`config.mk`:
```
export PLATFORM = sky130hd
export DESIGN_NAME = regfile_write_arbiter_flat
export DESIGN_NICKNAME = d
export VERILOG_FILES = /design/src/rtl/regfile_write_arbiter_if.sv /design/src/rtl/regfile_write_arbiter.sv /design/src/flat_wrapper.sv
export SDC_FILE = /design/constraint.sdc
export NUM_CORES = 1
export LEC_CHECK = 0
export CAP_MARGIN = 15
export CORE_UTILIZATION = 34
export DETAILED_ROUTE_END_ITERATION = 10
export HOLD_SLACK_MARGIN = 0.05
export PLACE_DENSITY = 0.76
export SLEW_MARGIN = 10
export SYNTH_ARGS = -nofsm -noshare
export SYNTH_HDL_FRONTEND = slang
export SYNTH_SLANG_ARGS = --single-unit
```
`constraint.sdc`:
```
create_clock -name clk -period 1.8 [get_ports clk]
set_clock_uncertainty 0.05 [all_clocks]
set_input_delay 0.36 -clock clk [delete_from_list [all_inputs] [get_ports clk]]
set_output_delay 0.36 -clock clk [all_outputs]
set_load 0.01 [all_outputs]
```
`src/rtl/regfile_write_arbiter_if.sv`:
```
// Bus shared by the register-bank write arbiter and the blocks around it.
//
// Requester side (driven by the write-back sources):
//   req   [NREQ]      per-requester valid, held until accepted
//   addr  [NREQ*AW]   requester i address in bits [i*AW +: AW]
//   data  [NREQ*DW]   requester i data in bits [i*DW +: DW]
//   lock  [NREQ]      per-requester lock request (only with ARB_LOCK_EN)
//   gnt   [NREQ]      one-hot ready back to the requesters
//
// Register-bank side (driven by the arbiter):
//   wr_en, wr_addr, wr_data, row_en [2**AW], wr_src [clog2(NREQ)]
//
// Handshake: requester i transfers on the rising clk edge where
// req[i] & gnt[i] is 1. req must stay high (with stable addr/data) until
// that edge. gnt is combinational from req/lock and the arbiter's own state.
//
// Optional feature macro: ARB_LOCK_EN adds the lock signal.
interface regfile_write_arbiter_if #(
  parameter int NREQ = 4,
  parameter int AW   = 3,
  parameter int DW   = 8
);
  localparam int SW   = (NREQ > 1) ? $clog2(NREQ) : 1;
  localparam int NREG = 1 << AW;

  logic [NREQ-1:0]    req;
  logic [NREQ*AW-1:0] addr;
  logic [NREQ*DW-1:0] data;
`ifdef ARB_LOCK_EN
  logic [NREQ-1:0]    lock;
`endif
  logic [NREQ-1:0]    gnt;

  logic               wr_en;
  logic [AW-1:0]      wr_addr;
  logic [DW-1:0]      wr_data;
  logic [NREG-1:0]    row_en;
  logic [SW-1:0]      wr_src;

  // Requester / testbench side.
  modport master (
    output req, addr, data,
`ifdef ARB_LOCK_EN
    output lock,
`endif
    input  gnt, wr_en, wr_addr, wr_data, row_en, wr_src
  );

  // Arbiter side.
  modport slave (
    input  req, addr, data,
`ifdef ARB_LOCK_EN
    input  lock,
`endif
    output gnt, wr_en, wr_addr, wr_data, row_en, wr_src
  );
endinterface

```
`src/rtl/regfile_write_arbiter.sv`:
```
// Round-robin arbiter for the single write port of the register bank.
// The winning request is turned into a registered write (strobe, address,
// data, source index) plus a one-hot row enable that feeds the DFF enable
// pins of each register row directly.
//
// Ports:
//   clk        clock, rising edge active
//   rst        asynchronous, active-low reset
//   bus        regfile_write_arbiter_if.slave (req/addr/data/[lock]/gnt and
//              the registered wr_en/wr_addr/wr_data/row_en/wr_src)
//   state_dbg  current FSM state (0 = IDLE, 1 = LOCKED)
//   ptr_dbg    current round-robin pointer (highest-priority requester)
//
// Optional feature macro: ARB_LOCK_EN. When defined, a requester that wins
// with lock asserted keeps the port for up to MAX_LOCK consecutive grants.
// Without it the FSM never leaves IDLE and arbitration is pure round-robin.
module regfile_write_arbiter #(
  parameter int NREQ     = 4,
  parameter int AW       = 3,
  parameter int DW       = 8,
  parameter int MAX_LOCK = 4,
  localparam int SW      = (NREQ > 1) ? $clog2(NREQ) : 1
) (
  input  logic          clk,
  input  logic          rst,
  regfile_write_arbiter_if.slave bus,
  output logic          state_dbg,
  output logic [SW-1:0] ptr_dbg
);

  localparam int NREG = 1 << AW;

  // Elaboration-time parameter sanity checks.
  if (NREQ < 2 || NREQ > 8) begin : g_bad_nreq
    $error("regfile_write_arbiter: NREQ must be in 2..8");
  end
  if (MAX_LOCK < 1) begin : g_bad_max_lock
    $error("regfile_write_arbiter: MAX_LOCK must be at least 1");
  end

  typedef enum logic {
    IDLE   = 1'b0,
    LOCKED = 1'b1
  } state_t;

  state_t        state;
  state_t        state_next;
  logic [SW-1:0] ptr;
  logic [SW-1:0] ptr_next;

  // Search start for the round-robin scan, and its result.
  logic [SW-1:0] base;
  logic          rr_found;
  logic [SW-1:0] rr_win;

  // Final winner of this cycle (round-robin or the lock owner).
  logic          win_valid;
  logic [SW-1:0] win;
  logic [AW-1:0] win_addr;
  logic [DW-1:0] win_data;

  // (p + k) mod NREQ; NREQ is a constant so this folds to small logic.
  function automatic logic [SW-1:0] wrap_add(input logic [SW-1:0] p, input int k);
    int s;
    s = (int'(p) + k) % NREQ;
    return SW'(s);
  endfunction

  // First requesting index in the order base, base+1, ..., base-1.
  always_comb begin
    rr_found = 1'b0;
    rr_win   = '0;
    for (int k = 0; k < NREQ; k++) begin
      if (!rr_found && bus.req[wrap_add(base, k)]) begin
        rr_found = 1'b1;
        rr_win   = wrap_add(base, k);
      end
    end
  end

`ifdef ARB_LOCK_EN
  localparam int CW = $clog2(MAX_LOCK + 1);

  logic [SW-1:0] owner;
  logic [SW-1:0] owner_next;
  logic [CW-1:0] lock_cnt;
  logic [CW-1:0] lock_cnt_next;
  logic          arbitrate;

  // While locked, ptr sits at the owner. If the lock is dropped this cycle
  // the scan must start just past the owner so others can win immediately.
  always_comb begin
    base = ptr;
    if (state == LOCKED) begin
      base = wrap_add(owner, 1);
    end
  end

  always_comb begin
    state_next    = state;
    ptr_next      = ptr;
    owner_next    = owner;
    lock_cnt_next = lock_cnt;
    win_valid     = 1'b0;
    win           = '0;
    arbitrate     = 1'b0;

    case (state)
      IDLE: begin
        arbitrate = 1'b1;
      end
      LOCKED: begin
        if (bus.req[owner] && bus.lock[owner]) begin
          win_valid = 1'b1;
          win       = owner;
          if (lock_cnt == CW'(MAX_LOCK - 1)) begin
            // This grant reaches the limit: it completes, then release.
            state_next    = IDLE;
            ptr_next      = wrap_add(owner, 1);
            lock_cnt_next = '0;
          end else begin
            lock_cnt_next = lock_cnt + 1'b1;
          end
        end else begin
          // Owner withdrew req or lock: release and arbitrate this cycle.
          state_next    = IDLE;
          ptr_next      = wrap_add(owner, 1);
          lock_cnt_next = '0;
          arbitrate     = 1'b1;
        end
      end
      default: begin
        state_next = IDLE;
      end
    endcase

    if (arbitrate && rr_found) begin
      win_valid = 1'b1;
      win       = rr_win;
      ptr_next  = wrap_add(rr_win, 1);
      // A single-grant lock limit means locking never holds anything.
      if (bus.lock[rr_win] && (MAX_LOCK > 1)) begin
        state_next    = LOCKED;
        owner_next    = rr_win;
        ptr_next      = rr_win;
        lock_cnt_next = CW'(1);
      end
    end
  end

  always_ff @(posedge clk or negedge rst) begin
    if (!rst) begin
      owner    <= '0;
      lock_cnt <= '0;
    end else begin
      owner    <= owner_next;
      lock_cnt <= lock_cnt_next;
    end
  end
`else
  assign base = ptr;

  always_comb begin
    state_next = IDLE;
    ptr_next   = ptr;
    win_valid  = rr_found;
    win        = rr_win;
    if (rr_found) begin
      ptr_next = wrap_add(rr_win, 1);
    end
  end
`endif

  always_ff @(posedge clk or negedge rst) begin
    if (!rst) begin
      state <= IDLE;
      ptr   <= '0;
    end else begin
      state <= state_next;
      ptr   <= ptr_next;
    end
  end

  assign win_addr = bus.addr[int'(win)*AW +: AW];
  assign win_data = bus.data[int'(win)*DW +: DW];

  // gnt depends only on req/lock and internal state, never on wr_*.
  always_comb begin
    bus.gnt = '0;
    if (rst && win_valid) begin
      bus.gnt[win] = 1'b1;
    end
  end

  // Registered write port. Address/data/source hold when nothing is granted;
  // only the strobe and row enable drop.
  always_ff @(posedge clk or negedge rst) begin
    if (!rst) begin
      bus.wr_en   <= 1'b0;
      bus.wr_addr <= '0;
      bus.wr_data <= '0;
      bus.row_en  <= '0;
      bus.wr_src  <= '0;
    end else if (win_valid) begin
      bus.wr_en   <= 1'b1;
      bus.wr_addr <= win_addr;
      bus.wr_data <= win_data;
      bus.row_en  <= NREG'(1) << win_addr;
      bus.wr_src  <= win;
    end else begin
      bus.wr_en   <= 1'b0;
      bus.row_en  <= '0;
    end
  end

  assign state_dbg = state;
  assign ptr_dbg   = ptr;

endmodule
```
`src/flat_wrapper.sv`:
```
// flat-port wrapper written by rule: the top's interface ports become plain ports
module regfile_write_arbiter_flat 
#(
  parameter int NREQ     = 4,
  parameter int AW       = 3,
  parameter int DW       = 8,
  parameter int MAX_LOCK = 4,
  localparam int SW      = (NREQ > 1) ? $clog2(NREQ) : 1
)
  (clk, rst, state_dbg, ptr_dbg, bus_req, bus_addr, bus_data, bus_gnt, bus_wr_en, bus_wr_addr, bus_wr_data, bus_row_en, bus_wr_src);
  regfile_write_arbiter_if #(.NREQ(NREQ), .AW(AW), .DW(DW)) bus_i ();
  input  logic clk;
  input  logic rst;
  output logic state_dbg;
  output logic [SW-1:0] ptr_dbg;
  input wire logic [$bits(bus_i.req)-1:0] bus_req;
  input wire logic [$bits(bus_i.addr)-1:0] bus_addr;
  input wire logic [$bits(bus_i.data)-1:0] bus_data;
  output wire logic [$bits(bus_i.gnt)-1:0] bus_gnt;
  output wire logic [$bits(bus_i.wr_en)-1:0] bus_wr_en;
  output wire logic [$bits(bus_i.wr_addr)-1:0] bus_wr_addr;
  output wire logic [$bits(bus_i.wr_data)-1:0] bus_wr_data;
  output wire logic [$bits(bus_i.row_en)-1:0] bus_row_en;
  output wire logic [$bits(bus_i.wr_src)-1:0] bus_wr_src;
  assign bus_i.req = bus_req;
  assign bus_i.addr = bus_addr;
  assign bus_i.data = bus_data;
  assign bus_gnt = bus_i.gnt;
  assign bus_wr_en = bus_i.wr_en;
  assign bus_wr_addr = bus_i.wr_addr;
  assign bus_wr_data = bus_i.wr_data;
  assign bus_row_en = bus_i.row_en;
  assign bus_wr_src = bus_i.wr_src;
  regfile_write_arbiter #(.NREQ(NREQ), .AW(AW), .DW(DW), .MAX_LOCK(MAX_LOCK)) u_core (.clk(clk), .rst(rst), .bus(bus_i), .state_dbg(state_dbg), .ptr_dbg(ptr_dbg));
endmodule
```
==> metrics.txt <==
area share of the largest cell type after synthesis=44.5%; layout cell share with drive strength beyond 1=40.7%; Filler cells=229; largest net degree at the start of global routing=18; sequential share of the synthesized area=44.5%; Synth Area per Inst=10.9 sq um; highest routed layer=met4; TritonRoute pass-1 iters=4; RSZ-0062 raised after global routing=true; status=finished, violations left; # H-tree levels=1; CP Data Required Time=1.39 ns; vias per cell=5.09; Crit path arrival time=1.76 ns; PortBufs=77; grt ovf=0; Period minus WS final=2.17 ns; I/O pins=79; Post-Syn Instances=124; flops & latches, synth=24; worst-path fanout max=5; Placement Cell Area=2310 sq um; Core ar.=3740 sq um; Via Count=1445; critical path launch point type=flip-flop; Design Area, Final=2820 sq um; areal power density over the cells=1360 nW/um^2; initial antenna violation count=0; P&R area growth vs syn=109%; WL met3=280 um; Synth cell types=34; setup_tns=-6.04 ns; CTS clk-pin slew, worst paths=0.09 ns; hpwl dp=2960 um; met2 WL=2740 um; LEAKAGE=1.25 nW; CTS tree=built; Hold WS=0.296 ns; ANT nets after route=0; failing checks=negative setup slack; worst hold path type=input port to asynchronous set/reset pin; Crit-path slowest cell=dfrtp_2; # rows=22; crit path cell chain=a21oi_2, o21a_1, o22a_4, inv_6, ha_4, and3_4, buf_6; endpoints failing setup=23; # diodes=0; Fmax achieved=461 MHz; Max stage delay on crit path=0.44 ns; first-pass GRT wire length=7200 um; root buffer cell=clkbuf_8; Die W=65.0 um; Syn. warnings=0; Max Slew Vio Count=0; GRT Total Usage=22.1%; worst-skew pair later-pin latency=0.27 ns; Crit. End Element=output port; cell taking the most area after synthesis=dfrtp_1; most common cell after layout, fill and taps aside=clkdlybuf4s50_1; clock buffer depth=2; Placer Congestion=0.789; Synth Net Count=178; critical path class=flip-flop to output port; fin nets=291; met1 WL=1950 um; total CTS buffers=3; clock sink count=24; Synth area leaders=dfrtp_1, mux2i_1, ha_1, o22ai_1, nand2_1; routed length per instance=17.7 um; Starting Density=36.1%; Die ar.=4230 sq um; drt initial violations=31; final period utilization=120%; final count of hold timing violations=0; Chip Height=65.0 um; final WL=5010 um; Max Cap Viol=0; vias in the first global route=1503; DRC errors left=0; Max VDD drop=0.628 mV; commonest cells after routing, fill and taps aside=clkdlybuf4s50_1, buf_4, dfrtp_1; worst setup margin=-0.367 ns; Syn Std Cell Area=1350 sq um
-- Yosys cell counts (all sizes together) --
library cell	number
and4bb	1
and2	1
buf	5
and3b	1
inv	6
mux2i	18
nor3b	3
nor4b	2
o21ai	3
nand2	13
clkbuf	2
and3	4
a21o	4
conb	1
ha	4
o2111a	1
a21oi	9
o221ai	1
mux2	6
a211o	1
o22ai	8
o21a	1
o21bai	1
o22a	1
dfrtp	24
nor4	2
nor3	1
-- where the power goes --
part	switching [W]	total (W)	internal, W
combinational	0.00104	0.00245	0.00141
clock	0.000182	0.000480	0.000297
sequential	0.000145	0.000899	0.000754
-- through the flow --
stage / setup WS [ns] / std cells / utilization (%) / power, W
after floorplan: -0.114 / 124 / - / 0.00176
after global placement: -0.969 / 260 / 61.8 / 0.00257
after detailed placement: -1.02 / 260 / 61.8 / 0.00261
after CTS: -0.346 / 280 / 71.9 / 0.00355
after global routing: -0.432 / 284 / 75.3 / 0.00404
final: -0.367 / 284 / 75.3 / 0.00383
-- what timing repair did --
action,4_1_cts,5_1_grt
gates resized for setup,65,22
pin swaps,10,9
hold buffers,0,0
cloned,1,2
setup endpoints to repair,24,23
buffers inserted,17,4
-- path summary, 6_finish.rpt --
kind | from | endpoint | slack (ns) | depth (start not counted)
setup / recovery | u_core.ptr_dbg[1] | bus_gnt[0] | -0.37 | 7
hold / removal | rst | u_core.ptr_dbg[0] | 0.30 | 1
setup reg to reg | u_core.ptr_dbg[1] | u_core.bus.row_en[4] | -0.34 | 9
hold reg to reg | u_core.bus.wr_src[1] | u_core.bus.wr_src[1] | 0.43 | 2
max in group asynchronous | rst | u_core.ptr_dbg[1] | 0.87 | 2
min in group clk | u_core.bus.wr_src[1] | u_core.bus.wr_src[1] | 0.43 | 2
-- critical path: cells and delay by family, from the launching register on --
kind,cells,cell delay [ns]
and+or+nand+nor,1,0.18
DFF,1,0.44
buffers and inverters,2,0.19
AOI/OAI and AO/OA,3,0.55
adders and majority gates,1,0.12
-- layer usage --
metal / GRT usage (%) / vias to the layer above
met2: 41.9 / 69
met5: 0 / -
li1: - / 678
met4: 5.16 / 0
met1: 25.3 / 690
met3: 4.05 / 8
-- area by class of cell --
type / count / area, sq um / area share [%]
Sequential cell: 24 / 602 / 21.3
Clock buffer: 3 / 41.3 / 1.46
Multi-Input combinational cell: 89 / 973 / 34.5
Timing Repair Buffer: 113 / 1080 / 38.5
Tap cell: 48 / 60.1 / 2.13
Clock inverter: 1 / 30.0 / 1.07
Inverter: 6 / 27.5 / 0.976
-- flip-flops by register name, summed over array words and instances (netlist names) --
| register | flops |
|---|---|
| u_core.bus.wr_src | 2 |
| u_core.bus.wr_en | 1 |
| u_core.bus.wr_data | 8 |
| u_core.ptr_dbg | 2 |
| u_core.bus.wr_addr | 3 |
| u_core.bus.row_en | 8 |
-- cells by family after synthesis --
group	after synthesis	synth area share, %
simple gates	28	12.2
buf+inv	13	5.19
other cells	1	0.278
fa+ha+maj	4	3.71
flops	24	44.5
mux	24	18.9
compound gates	30	15.2
No activity file was read; power rests on OpenSTA's default activity.
